$ cat config.mk
export PLATFORM = sky130hd
export DESIGN_NAME = id_hazard_ctrl_flat
export DESIGN_NICKNAME = d
export VERILOG_FILES = /design/src/rtl/id_hazard_ctrl_if.sv /design/src/rtl/id_hazard_ctrl.sv /design/src/flat_wrapper.sv
export SDC_FILE = /design/constraint.sdc
export NUM_CORES = 1
export LEC_CHECK = 0
export ABC_AREA = 1
export BUFFER_PORTS_ARGS = -buffer_cell sky130_fd_sc_hd__buf_2
export CORE_MARGIN = 10
export CORE_UTILIZATION = 52
export DETAILED_ROUTE_END_ITERATION = 16
export PLACE_DENSITY = 0.81
export SLEW_MARGIN = 20
export SYNTH_ARGS = -nofsm -noshare
export SYNTH_HDL_FRONTEND = slang
export SYNTH_SLANG_ARGS = --single-unit
$ cat constraint.sdc
create_clock -name clk -period 1.9 [get_ports clk]
set_clock_uncertainty 0.15 [all_clocks]
set_input_delay 0.19 -clock clk [delete_from_list [all_inputs] [get_ports clk]]
set_output_delay 0.19 -clock clk [all_outputs]
set_load 0.05 [all_outputs]
$ cat src/rtl/id_hazard_ctrl_if.sv
// -----------------------------------------------------------------------------
// id_hazard_ctrl_if
//   Bundle of the ID-stage issue-control signals exchanged between the
//   pipeline datapath and the hazard/issue controller.
//
//   master : pipeline side  (drives decode, EX-resolve and WB info;
//                            receives the stall/flush/bubble controls)
//   slave  : controller side (id_hazard_ctrl)
//
//   Signals
//     id_valid, id_rs, id_rt, id_rs_used, id_rt_used,
//     id_rd, id_writes, id_ctrl           decoded IF/ID instruction
//     ex_resolve, ex_taken                control-instruction resolution in EX
//     wb_valid, wb_rd                     register-file write in WB
//     issue, stall_pc, stall_if_id,
//     bubble_id_ex, flush_if_id           pipeline controls
//     busy_mask                           per-register in-flight write flags
//     err                                 sticky protocol error
// -----------------------------------------------------------------------------
interface id_hazard_ctrl_if #(
  parameter int NREG = 16,
  parameter int AW   = 4
);
  logic            id_valid;
  logic [AW-1:0]   id_rs;
  logic [AW-1:0]   id_rt;
  logic            id_rs_used;
  logic            id_rt_used;
  logic [AW-1:0]   id_rd;
  logic            id_writes;
  logic            id_ctrl;
  logic            ex_resolve;
  logic            ex_taken;
  logic            wb_valid;
  logic [AW-1:0]   wb_rd;

  logic            issue;
  logic            stall_pc;
  logic            stall_if_id;
  logic            bubble_id_ex;
  logic            flush_if_id;
  logic [NREG-1:0] busy_mask;
  logic            err;

  modport master (
    output id_valid, id_rs, id_rt, id_rs_used, id_rt_used, id_rd, id_writes,
           id_ctrl, ex_resolve, ex_taken, wb_valid, wb_rd,
    input  issue, stall_pc, stall_if_id, bubble_id_ex, flush_if_id,
           busy_mask, err
  );

  modport slave (
    input  id_valid, id_rs, id_rt, id_rs_used, id_rt_used, id_rd, id_writes,
           id_ctrl, ex_resolve, ex_taken, wb_valid, wb_rd,
    output issue, stall_pc, stall_if_id, bubble_id_ex, flush_if_id,
           busy_mask, err
  );
endinterface

$ cat src/rtl/id_hazard_ctrl.sv
// -----------------------------------------------------------------------------
// id_hazard_ctrl
//   ID-stage issue controller. Each cycle decides whether the instruction in
//   IF/ID advances into ID/EX or the front end stalls and a NOP bubble is
//   injected. A per-register scoreboard counts in-flight writes (RAW
//   interlock, no forwarding). Branch/call/ret are serialised: fetch is held
//   until EX resolves the control instruction; a taken redirect flushes IF/ID.
//
// Ports
//   clk  : clock
//   rst  : asynchronous reset, active-high
//   bus  : id_hazard_ctrl_if.slave (decode inputs, EX resolve, WB write,
//          issue/stall/bubble/flush controls, busy_mask, err)
//
// Configuration
//   IDHZ_WB_BYPASS_EN : register file is write-first, so a consumer may issue
//                       in the same cycle as its producer's last WB write.
//
// MAX_INFLIGHT must not exceed 2**CNT_W-1.
// -----------------------------------------------------------------------------
module id_hazard_ctrl #(
  parameter int NREG         = 16,
  parameter int AW           = 4,
  parameter int CNT_W        = 2,
  parameter int MAX_INFLIGHT = 3
) (
  input  logic             clk,
  input  logic             rst,
  id_hazard_ctrl_if.slave  bus
);

  typedef enum logic [1:0] {
    RUN       = 2'd0,
    CTRL_WAIT = 2'd1,
    FLUSH     = 2'd2
  } state_t;

  localparam logic [CNT_W-1:0] CNT_MAX  = CNT_W'(MAX_INFLIGHT);
  localparam logic [CNT_W-1:0] CNT_ONE  = CNT_W'(1);
  localparam logic [CNT_W-1:0] CNT_ZERO = '0;

  state_t           state;
  logic [CNT_W-1:0] cnt [NREG];
  logic             err_q;

  logic hz_rs, hz_rt, ovf, byp_rs, byp_rt, issue_c;

  // ---------------------------------------------------------------------------
  // Write-back bypass: a source whose only outstanding write retires this
  // cycle is readable now when the register file is write-first.
  // ---------------------------------------------------------------------------
`ifdef IDHZ_WB_BYPASS_EN
  assign byp_rs = bus.wb_valid && (bus.wb_rd == bus.id_rs) && (cnt[bus.id_rs] == CNT_ONE);
  assign byp_rt = bus.wb_valid && (bus.wb_rd == bus.id_rt) && (cnt[bus.id_rt] == CNT_ONE);
`else
  assign byp_rs = 1'b0;
  assign byp_rt = 1'b0;
`endif

  assign hz_rs = bus.id_rs_used && (cnt[bus.id_rs] != CNT_ZERO) && !byp_rs;
  assign hz_rt = bus.id_rt_used && (cnt[bus.id_rt] != CNT_ZERO) && !byp_rt;
  // A further write to a register whose counter is at its ceiling would wrap.
  assign ovf   = bus.id_writes && (cnt[bus.id_rd] == CNT_MAX);

  // Issue is suppressed while rst is asserted so the reset-state outputs hold
  // regardless of what IF/ID presents.
  assign issue_c = !rst && (state == RUN) && bus.id_valid && !hz_rs && !hz_rt && !ovf;

  // ---------------------------------------------------------------------------
  // Pipeline controls
  // ---------------------------------------------------------------------------
  always_comb begin
    // NOTE: every output gets a default before the case so no path leaves it
    // unassigned, which would otherwise infer a latch.
    bus.issue        = issue_c;
    bus.stall_pc     = 1'b0;
    bus.stall_if_id  = 1'b0;
    bus.bubble_id_ex = 1'b1;
    bus.flush_if_id  = 1'b0;

    if (!rst) begin
      unique case (state)
        RUN: begin
          bus.stall_pc     = bus.id_valid && !issue_c;
          bus.stall_if_id  = bus.id_valid && !issue_c;
          bus.bubble_id_ex = !issue_c;
        end
        CTRL_WAIT: begin
          bus.stall_pc    = 1'b1;
          bus.stall_if_id = 1'b1;
        end
        FLUSH: begin
          bus.flush_if_id = 1'b1;
        end
        default: ;
      endcase
    end
  end

  always_comb begin
    bus.busy_mask = '0;
    for (int i = 0; i < NREG; i++) begin
      bus.busy_mask[i] = (cnt[i] != CNT_ZERO);
    end
  end

  assign bus.err = err_q;

  // ---------------------------------------------------------------------------
  // Control-serialisation FSM and sticky error
  // ---------------------------------------------------------------------------
  // NOTE: sequential state is written with non-blocking assignments so every
  // register samples the pre-edge values of the others, whatever the order of
  // statements within the block.
  always_ff @(posedge clk or posedge rst) begin
    if (rst) begin
      state <= RUN;
      err_q <= 1'b0;
    end else begin
      unique case (state)
        RUN:       if (issue_c && bus.id_ctrl) state <= CTRL_WAIT;
        CTRL_WAIT: if (bus.ex_resolve)         state <= bus.ex_taken ? FLUSH : RUN;
        FLUSH:                                 state <= RUN;
        default:                               state <= RUN;
      endcase

      // Resolve with nothing outstanding, or a write-back that retires a
      // write never issued, means the surrounding pipeline lost track.
      if (bus.ex_resolve && (state != CTRL_WAIT))
        err_q <= 1'b1;
      if (bus.wb_valid && (cnt[bus.wb_rd] == CNT_ZERO))
        err_q <= 1'b1;
    end
  end

  // ---------------------------------------------------------------------------
  // Scoreboard: in-flight write count per architectural register
  // ---------------------------------------------------------------------------
  // NOTE: the counters are ordinary flops, not a RAM, and must start at zero or
  // the first consumer of every register would stall forever; hence the whole
  // array sits under the async reset.
  always_ff @(posedge clk or posedge rst) begin
    if (rst) begin
      for (int i = 0; i < NREG; i++) cnt[i] <= '0;
    end else begin
      for (int i = 0; i < NREG; i++) begin
        logic inc, dec;
        inc = issue_c && bus.id_writes && (bus.id_rd == AW'(i));
        dec = bus.wb_valid && (bus.wb_rd == AW'(i));
        // Simultaneous issue and retire on one register cancel out.
        if (inc && !dec)
          cnt[i] <= cnt[i] + CNT_ONE;
        else if (dec && !inc && (cnt[i] != CNT_ZERO))
          cnt[i] <= cnt[i] - CNT_ONE;
      end
    end
  end

endmodule

$ cat src/flat_wrapper.sv
// flat-port wrapper written by rule: the top's interface ports become plain ports
module id_hazard_ctrl_flat 
#(
  parameter int NREG         = 16,
  parameter int AW           = 4,
  parameter int CNT_W        = 2,
  parameter int MAX_INFLIGHT = 3
)
  (clk, rst, bus_id_valid, bus_id_rs, bus_id_rt, bus_id_rs_used, bus_id_rt_used, bus_id_rd, bus_id_writes, bus_id_ctrl, bus_ex_resolve, bus_ex_taken, bus_wb_valid, bus_wb_rd, bus_issue, bus_stall_pc, bus_stall_if_id, bus_bubble_id_ex, bus_flush_if_id, bus_busy_mask, bus_err);
  id_hazard_ctrl_if #(.NREG(NREG), .AW(AW)) bus_i ();
  input  logic clk;
  input  logic rst;
  input wire logic [$bits(bus_i.id_valid)-1:0] bus_id_valid;
  input wire logic [$bits(bus_i.id_rs)-1:0] bus_id_rs;
  input wire logic [$bits(bus_i.id_rt)-1:0] bus_id_rt;
  input wire logic [$bits(bus_i.id_rs_used)-1:0] bus_id_rs_used;
  input wire logic [$bits(bus_i.id_rt_used)-1:0] bus_id_rt_used;
  input wire logic [$bits(bus_i.id_rd)-1:0] bus_id_rd;
  input wire logic [$bits(bus_i.id_writes)-1:0] bus_id_writes;
  input wire logic [$bits(bus_i.id_ctrl)-1:0] bus_id_ctrl;
  input wire logic [$bits(bus_i.ex_resolve)-1:0] bus_ex_resolve;
  input wire logic [$bits(bus_i.ex_taken)-1:0] bus_ex_taken;
  input wire logic [$bits(bus_i.wb_valid)-1:0] bus_wb_valid;
  input wire logic [$bits(bus_i.wb_rd)-1:0] bus_wb_rd;
  output wire logic [$bits(bus_i.issue)-1:0] bus_issue;
  output wire logic [$bits(bus_i.stall_pc)-1:0] bus_stall_pc;
  output wire logic [$bits(bus_i.stall_if_id)-1:0] bus_stall_if_id;
  output wire logic [$bits(bus_i.bubble_id_ex)-1:0] bus_bubble_id_ex;
  output wire logic [$bits(bus_i.flush_if_id)-1:0] bus_flush_if_id;
  output wire logic [$bits(bus_i.busy_mask)-1:0] bus_busy_mask;
  output wire logic [$bits(bus_i.err)-1:0] bus_err;
  assign bus_i.id_valid = bus_id_valid;
  assign bus_i.id_rs = bus_id_rs;
  assign bus_i.id_rt = bus_id_rt;
  assign bus_i.id_rs_used = bus_id_rs_used;
  assign bus_i.id_rt_used = bus_id_rt_used;
  assign bus_i.id_rd = bus_id_rd;
  assign bus_i.id_writes = bus_id_writes;
  assign bus_i.id_ctrl = bus_id_ctrl;
  assign bus_i.ex_resolve = bus_ex_resolve;
  assign bus_i.ex_taken = bus_ex_taken;
  assign bus_i.wb_valid = bus_wb_valid;
  assign bus_i.wb_rd = bus_wb_rd;
  assign bus_issue = bus_i.issue;
  assign bus_stall_pc = bus_i.stall_pc;
  assign bus_stall_if_id = bus_i.stall_if_id;
  assign bus_bubble_id_ex = bus_i.bubble_id_ex;
  assign bus_flush_if_id = bus_i.flush_if_id;
  assign bus_busy_mask = bus_i.busy_mask;
  assign bus_err = bus_i.err;
  id_hazard_ctrl #(.NREG(NREG), .AW(AW), .CNT_W(CNT_W), .MAX_INFLIGHT(MAX_INFLIGHT)) u_core (.clk(clk), .rst(rst), .bus(bus_i));
endmodule
==> flow_summary.json <==
{
  "status": "finished with violations",
  "violations": "negative setup slack",
  "grt_max_degree": 36,
  "min_path_type": "in -> reg",
  "die_y_um": 97.2,
  "syn_nets": 575,
  "synthMuxAreaShare_pct": 0,
  "finalCriticalPeriod_ns": 2.58,
  "synth.distinct_cells": 23,
  "diodes": 0,
  "cts_tree": "built",
  "syn_area_um2": 3100,
  "wirelength_mm": 15.4,
  "synth-simple-area-share_pct": 51.6,
  "numPortBuffers": 47,
  "drtIter0Drc": 543,
  "timing.final.crit_share_pct": 136,
  "crit_fanout": 3,
  "hold_start": "bus_wb_valid",
  "fillCellCount": 285,
  "yosys_warnings": 0,
  "synth_top_family_by_area": "simple AND/OR/NAND/NOR gates",
  "row_count": 28,
  "p_seq_share_pct": 20.9,
  "vias": 4764,
  "cp.required_ns": 1.56,
  "hold_violations": 0,
  "p_leak_nw": 2.60,
  "clkSinkCount": 35,
  "synth_xor_area_share_pct": 0,
  "maxSlewHeadroom_pct": 67.5,
  "utilization_pct": 88.6,
  "final_common_cell": "nand2_1",
  "nets": 727,
  "drc_errors": 0,
  "fin_ws_ns": -0.684,
  "peakVddDrop_v": 0.000979,
  "viasPerCell": 6.13,
  "syn_avg_cell_area_um2": 5.65,
  "crit_path_start": "u_core.cnt[20]",
  "cp-end-kind": "output pin",
  "antenna_found_initial": 0,
  "rsz0062_at_grt": "true",
  "grt_overflow": 0,
  "synth_seq_cells": 35,
  "fmax_mhz": 387,
  "clk_pin_slew_ns": 0.07,
  "die_width_um": 97.2,
  "seqCellArea_um2": 881,
  "clock_latency_ns": 0.30,
  "tightest_slew_ns": 0.488,
  "cts_max_level": 2,
  "final_cells": 777,
  "clkPwrFrac_pct": 11.4,
  "power.share.switching_pct": 50.6,
  "drive_above_1_share_pct": 42.2,
  "synth_compound_area_share_pct": 7.06,
  "criticalPathCategory": "reg -> out",
  "power_density_nw_per_um2": 1060,
  "start_kind": "flip-flop",
  "maxSlewViolCount": 0,
  "synth_adder_area_share_pct": 0,
  "drtAntennaViolNets": 0,
  "cp.arrival_ns": 2.24,
  "cts_made_buffers": 5,
  "coreArea_um2": 5850,
  "pwr-share-comb_pct": 67.7,
  "ys_seq_area_share_pct": 28.2,
  "grt_usage_pct": 28.5,
  "finalSetupViolCount": 37,
  "multi_input_area_um2": 2480,
  "power_mw": 5.51,
  "switchingPower_mw": 2.79,
  "synth_cells": 549,
  "finalSetupTns_ns": -20.23,
  "layout_common_cells": "nand2_1, buf_4, inv_1",
  "dp.cells": 739,
  "drt-pass1-iter-count": 6,
  "r2r_start": "u_core.cnt[20]",
  "area_growth_pct": 67.3,
  "grt_pass1_wl_mm": 22.4,
  "root_buffer": "clkbuf_8",
  "wl_per_cell_um": 19.9,
  "die_area_um2": 9450,
  "cap_violations": 0,
  "grt_pass1_vias": 4575,
  "clk_path_buf_depth": 2,
  "start_util_pct": 53.0,
  "gp_routability_congestion": 0.983,
  "p_int_mw": 2.72,
  "ios": 48,
  "hpwlAfterDp_mm": 9.15
}
kinds of logic (layout without fill, tap and decap cells):
logic type | Yosys count | after routing
simple gates | 372 | 372
buf+inv | 101 | 254
compound gates | 41 | 41
flops | 35 | 35
final timing paths:
| kind | end | slack, ns | cells after the start |
|---|---|---|---|
| min | u_core.bus.err | 0.08 | 3 |
| min in group asynchronous | u_core.state[1] | 0.44 | 4 |
| max in group asynchronous | u_core.cnt[10] | 0.78 | 4 |
| max reg2reg | u_core.cnt[4] | -0.61 | 16 |
| max | bus_stall_if_id | -0.68 | 14 |
| min reg2reg | u_core.bus.err | 0.38 | 2 |
power groups by stage:
stage | Sequential [mW] | Clock (mW) | Combinational [mW]
finish | 1.15 | 0.630 | 3.73
detailed placement | 1.08 | 0 | 2.95
global placement | 1.07 | 0 | 2.91
global route | 1.16 | 0.653 | 3.91
CTS | 1.11 | 0.630 | 3.16
floorplan | 1.08 | 0 | 1.65
metrics by stage:
step	worst slack [ns]	hold WS, ns	area, um2
after global routing	-0.762	0.101	5190
after CTS	-0.454	0.0812	4850
final	-0.684	0.0821	5190
after floorplan	-0.459	0.152	3300
after global placement	-0.319	0.214	4160
after detailed placement	-0.392	0.224	4160
Yosys cell counts:
cell	n	area [um2]
a21oi_1	8	40.0
buf_1	1	3.75
buf_2	4	20.0
buf_4	4	30.0
buf_6	1	11.3
clkbuf_1	3	11.3
clkinv_1	3	11.3
dfrtp_1	35	876
inv_1	83	312
inv_2	2	7.51
nand2_1	197	739
nand3_1	77	385
nand3_2	6	60.1
nand4_1	20	125
nor2_1	68	255
nor2_2	1	6.26
nor3_1	1	5.00
nor3_4	1	16.3
nor4_1	1	6.26
o21ai_0	22	110
o21ai_1	4	20.0
o221ai_1	2	17.5
o22ai_1	5	31.3
flip-flops by register name (all words and copies together), names as in the netlist:
register        count
u_core.state        2
u_core.bus.err      1
u_core.cnt         32
repair_timing:
item | CTS | global route
gates cloned | 4 | 0
resized for setup | 88 | 77
setup endpoints to repair | 37 | 37
hold buffers | 5 | 0
pin swaps | 45 | 68
setup buffers | 13 | 12
endpoints found under the hold margin | 37 | 0
layer usage:
| metal | up-vias | track usage [%] | wire (um) |
|---|---|---|---|
| li1 | 2053 | - | - |
| met1 | 2128 | 32.9 | 5140 |
| met4 | 0 | 16.9 | 1220 |
| met5 | - | 0 | 0 |
| met2 | 430 | 45.8 | 7070 |
| met3 | 153 | 8.32 | 2000 |
cell type report:
cell class,instances,share of cell area [%]
inverters,88,6.56
well taps,75,1.81
flip-flops and latches,35,17.0
multi-input cells,413,47.9
repair buffers,158,24.8
clock buffers,8,1.93
critical path, stage by stage (launching register included):
cell and delay, ns:
dfrtp_1 0.42, nor2_2 0.26, nand2_1 0.11, nand2_1 0.09, nand2_1 0.08, nand3_2 0.10, nand3_2 0.07, nand3_2 0.10
nand2_2 0.07, nor2_4 0.14, buf_6 0.14, nand2_8 0.07, nand3_4 0.08, a21oi_4 0.07, buf_6 0.16
(Power assumes the default switching activity.)
